[src/rtl/dmem_responder.sv]
// Word-addressed 16-bit data-memory responder with fixed wait states and pipeline stall.
// Optional DMEM_ERR_EN: adds err port and flags accesses with nonzero address bits above AW.
module dmem_responder #(
    parameter int AW   = 8,
    parameter int WAIT = 2
) (
    input  logic        clk,
    input  logic        rst,
    input  logic        req_ren,
    input  logic        req_wen,
    input  logic [15:0] req_addr,
    input  logic [15:0] req_wdata,
    output logic        stall,
    output logic        rsp_valid,
    output logic [15:0] rsp_rdata,
    output logic [15:0] acc_cnt
`ifdef DMEM_ERR_EN
    ,
    output logic        err
`endif
);

    typedef enum logic [1:0] {S_IDLE, S_WAIT, S_RESP} state_t;

    localparam logic [3:0] CNT_INIT = (WAIT > 0) ? 4'(WAIT - 1) : 4'd0;

    state_t      state_q, state_d;
    logic [3:0]  cnt_q, cnt_d;
    logic        wen_q;
    logic [15:0] addr_q, wdata_q;
    logic        capture;

    logic [15:0] mem [0:(1<<AW)-1];

    // With WAIT==0 the RESP entry edge is also the capture edge, so the
    // access operands come straight from the request port in that case.
    logic        acc_wen;
    logic [15:0] acc_addr, acc_wdata;
    logic        enter_resp;
    logic        oor;

    assign acc_wen    = (state_q == S_IDLE) ? req_wen   : wen_q;
    assign acc_addr   = (state_q == S_IDLE) ? req_addr  : addr_q;
    assign acc_wdata  = (state_q == S_IDLE) ? req_wdata : wdata_q;
    assign enter_resp = (state_d == S_RESP);

`ifdef DMEM_ERR_EN
    assign oor = |acc_addr[15:AW];
`else
    logic unused_hi;
    assign oor       = 1'b0;
    assign unused_hi = ^acc_addr[15:AW];
`endif

    always_comb begin
        state_d = state_q;
        cnt_d   = cnt_q;
        capture = 1'b0;
        stall   = 1'b0;
        case (state_q)
            S_IDLE: begin
                if (req_ren || req_wen) begin
                    stall   = 1'b1;
                    capture = 1'b1;
                    cnt_d   = CNT_INIT;
                    state_d = (WAIT == 0) ? S_RESP : S_WAIT;
                end
            end
            S_WAIT: begin
                stall = 1'b1;
                if (cnt_q == 4'd0) state_d = S_RESP;
                else               cnt_d   = cnt_q - 4'd1;
            end
            S_RESP:  state_d = S_IDLE;
            default: state_d = S_IDLE;
        endcase
        if (!rst) stall = 1'b0;
    end

    assign rsp_valid = (state_q == S_RESP);

    logic err_q;
`ifdef DMEM_ERR_EN
    assign err = err_q;
`else
    logic unused_err;
    assign unused_err = err_q;
`endif

    always_ff @(posedge clk) begin
        if (!rst) begin
            state_q   <= S_IDLE;
            cnt_q     <= 4'd0;
            wen_q     <= 1'b0;
            addr_q    <= 16'h0000;
            wdata_q   <= 16'h0000;
            rsp_rdata <= 16'h0000;
            acc_cnt   <= 16'h0000;
            err_q     <= 1'b0;
        end else begin
            state_q <= state_d;
            cnt_q   <= cnt_d;
            if (capture) begin
                wen_q   <= req_wen;
                addr_q  <= req_addr;
                wdata_q <= req_wdata;
            end
            err_q <= enter_resp && oor;
            if (enter_resp) begin
                rsp_rdata <= oor ? 16'h0000 : mem[acc_addr[AW-1:0]];
                acc_cnt   <= acc_cnt + 16'd1;
            end
        end
    end

    // RAM has no reset; a write only lands on a non-reset RESP entry edge.
    always_ff @(posedge clk) begin
        if (rst && enter_resp && acc_wen && !oor)
            mem[acc_addr[AW-1:0]] <= acc_wdata;
    end

endmodule
[config.mk]
export PLATFORM = sky130hd
export DESIGN_NAME = dmem_responder
export DESIGN_NICKNAME = d
export VERILOG_FILES = /design/src/rtl/dmem_responder.sv
export SDC_FILE = /design/constraint.sdc
export NUM_CORES = 2
export LEC_CHECK = 0
export ABC_AREA = 0
export BUFFER_PORTS_ARGS = -buffer_cell sky130_fd_sc_hd__buf_2
export CAP_MARGIN = 20
export CORE_MARGIN = 5
export CORE_UTILIZATION = 55
export DETAILED_ROUTE_END_ITERATION = 10
export GPL_ROUTABILITY_DRIVEN = 0
export PLACE_DENSITY_LB_ADDON = 0.25
export SLEW_MARGIN = 0
export SYNTH_ARGS = -nofsm -noshare
export SYNTH_HDL_FRONTEND = slang
export SYNTH_SLANG_ARGS = --single-unit
[constraint.sdc]
create_clock -name clk -period 12.15 [get_ports clk]
set_input_delay 0 -clock clk [delete_from_list [all_inputs] [get_ports clk]]
set_output_delay 0 -clock clk [all_outputs]
set_load 0.03 [all_outputs]
==> results.md <==
- Outcome: finished clean
- 1st-iter DRT viols: between 10,000 and 15,000
- Power Total: between 30 and 40 mW
- Root buf cell: clkbuf_16
- Fin util: between 60% and 70%
- Setup violations, final: 0
- Die W: ~540 µm
- Port bufs: 61
- RSZ-0062 raised after global routing: no
- Final Max Tran Viols: 0
- Max Cap Viol: 0
- Clock Latency Late Sink: between 0.9 and 1 ns
- Synth Cell Area: 153,000 µm²
- Routed len/inst: about 32 µm
- Worst setup EP type: register
- Total Wirelength: ~420,000 µm
- Post-synth top area cell: edfxtp_1
- H-tree levels: 5
- Synth Register Bits: about 4,200
- Sink Count: a little over 4,000
- Initial Utilization: 55.1%
- Rel. slew slack: 10.0%
- Number of global-route vias before repair: 85,294
- Die H: 538 µm
- Row cnt: 194
- Synth-to-layout area growth: 13.1%
- Vias per cell: 6.74
- CP Class: reg -> reg
- Setup WS post-layout: about 6.0 ns
- Largest cells by area after synthesis: edfxtp_1, a22oi_1, a21oi_1
- Gr usage total: 28.4%
- Crit path DAT: 6.88 ns
- Primary FF master, synth: edfxtp_1
- Worst hold slack: 0.0878 ns
- Final hold vios: 0
- Share of cells above drive strength 1: between 10 and 15%
- Via count: around 89,000
- WP data required: about 13 ns
- Synth warn: 0
- Post-cts gate resize count: 0
- CP Launch Type: register
- Sequential share of the synthesized area: about four fifths
- Max frequency: 0.164 GHz
- Post-synth EDFFs: between 4,000 and 5,000
- Clock skew: approximately 0.063 ns
- Avg Inst Size Synth: 17.4 µm²
- Post-synth ARST share: 0%
- Synth cell types: 50
- Core ar.: between 200,000 and 300,000 µm²
- CTS buffer count: approximately 410
- Global-route wire length before repair: roughly 600,000 µm
- CP Max Fanout: 50
- Initial antenna violation count: 13
- Worst slew pin tran: ~1.3 ns
- Fillers: just under 20,000
- Die footprint: 290,000 µm²
- DPL Wire Length: between 200,000 and 250,000 µm
- Hold Path Class: in -> reg
- Pre-CTS WS: between 6 and 7 ns
- DR pass1 iterations: 7
- Net count after synthesis: between 8,000 and 9,000
- Post-Syn Instances: slightly below 9,000
- Crit path time final: slightly above 6 ns
- Leakage Power: roughly 53 nW
- Largest net degree at the start of global routing: ~200
- I/O pin cnt: 70
- DRC viols: 0
- Nets@finish: 9,220
- Area share of the largest cell type after synthesis: 80.2%
- Remaining Overflow, GRT: 0
- VDD IR max: approximately 0.00020 V
- Final TNS setup: 0 ns
- Power Density: between 150 and 200 nW/µm²
- CTS tree: yes
- Final period util: about 50%
- Detail Route Antenna Nets: 0
- Clock transition at path regs: roughly 0.060 ns
- CTS Buffer Depth: 4
## metal layers
metal	vias up	wire (µm)	share of wire [%]	track usage (%)
li1	37464	-	-	-
met1	45430	157000	37	39.9
met2	5539	197000	47	43.7
met3	866	45700	11	5.52
met4	8	20000	4.8	12.5
met5	-	55	0.013	0
## power breakdown
| part | internal, mW | switching [mW] | total [mW] |
|---|---|---|---|
| Clock | 7.07 | 5.16 | 12.2 |
| Combinational | 0.945 | 3.27 | 4.21 |
| Sequential | 16.5 | 0.0247 | 16.5 |
## cell families (layout without fill, tap and decap cells)
kind of cell	count (synthesis)	in the layout	synth area share [%]
flip-flops	4159	4159	81.0
AO/OA/AOI/OAI	3470	3470	15.6
buffers and inverters	670	1364	1.95
AND/OR/NAND/NOR	503	503	1.39
XOR/XNOR	11	11	0.0628
adder cells (fa/ha/maj)	3	3	0.0245
multiplexers	1	1	0.00652
other	0	7	0
## repair_timing
| action | CTS | global route |
|---|---|---|
| hold buffers | 103 | 0 |
| buffers inserted | 0 | 0 |
| endpoints found under the hold margin | 219 | 0 |
## cells in the mapped netlist, types with 10 or more instances
| library cell | n |
|---|---|
| a2111oi_0 | 13 |
| a21boi_0 | 30 |
| a21oi_1 | 1015 |
| a221oi_1 | 32 |
| a22o_1 | 32 |
| a22oi_1 | 1985 |
| a41oi_1 | 43 |
| and2_1 | 11 |
| buf_1 | 43 |
| buf_2 | 342 |
| buf_4 | 13 |
| clkbuf_1 | 264 |
| dfxtp_1 | 63 |
| edfxtp_1 | 4096 |
| nand2_1 | 139 |
| nand3_1 | 11 |
| nand4_1 | 20 |
| nor2_1 | 271 |
| o21ai_0 | 37 |
| o22ai_1 | 16 |
| o41ai_1 | 242 |
| or3_1 | 16 |
| xnor2_1 | 10 |
## layout by cell type (no fill, tap or decap), types with 99 or more instances in the layout
master / synthesis / final
a21oi_1: 1015 / 1015
a22oi_1: 1985 / 1985
buf_4: 13 / 419
clkbuf_16: 0 / 409
clkinv_1: 0 / 99
dlygate4sd3_1: 0 / 103
edfxtp_1: 4096 / 4096
nand2_1: 139 / 112
nor2_1: 271 / 252
o41ai_1: 242 / 220
## flip-flops by register name, indices dropped and copies added (netlist names)
signal	cells
acc_cnt	16
addr_q	8
cnt_q	4
mem	4096
rsp_rdata	16
state_q	2
wdata_q	16
wen_q	1
## worst max-delay path: stages, from the launching register on
cell	delay (ns)
dfxtp_1	0.42
nor2_8	0.73
nor3b_1	0.19
a31oi_4	0.19
buf_4	0.41
buf_4	0.58
buf_4	0.73
a21oi_1	0.17
o41ai_1	1.07
nand4_1	0.66
a2111oi_0	0.57
a21oi_1	0.12
## metrics by stage
step | instance area (µm²) | std cells
after floorplan | 153000 | 8817
after global routing | 173000 | 13237
after detailed placement | 159000 | 12384
after CTS | 173000 | 13225
after global placement | 159000 | 12376
final | 173000 | 13242
## path summary, 6_finish.rpt
check                startpoint  slack (ns)  cells after the start      endpoint
setup reg to reg     state_q[0]        6.04                     11  rsp_rdata[0]
hold / removal    req_wdata[11]        0.09                      4   mem[73][11]
hold reg to reg      acc_cnt[8]        0.52                      2    acc_cnt[8]
setup / recovery     state_q[0]        6.04                     11  rsp_rdata[0]
## area by class of cell
type / instances / area [µm²] / area share, %
sequential: 4159 / 124000 / 71.6
multi-input combinational: 3988 / 26600 / 15.3
clock buffer: 499 / 10600 / 6.13
timing repair buffer: 619 / 5030 / 2.90
tap: 3724 / 4660 / 2.69
clock inverter: 239 / 2230 / 1.29
inverter: 7 / 26.3 / 0.0151
antenna: 7 / 17.5 / 0.0101
(Power assumes the default switching activity.)
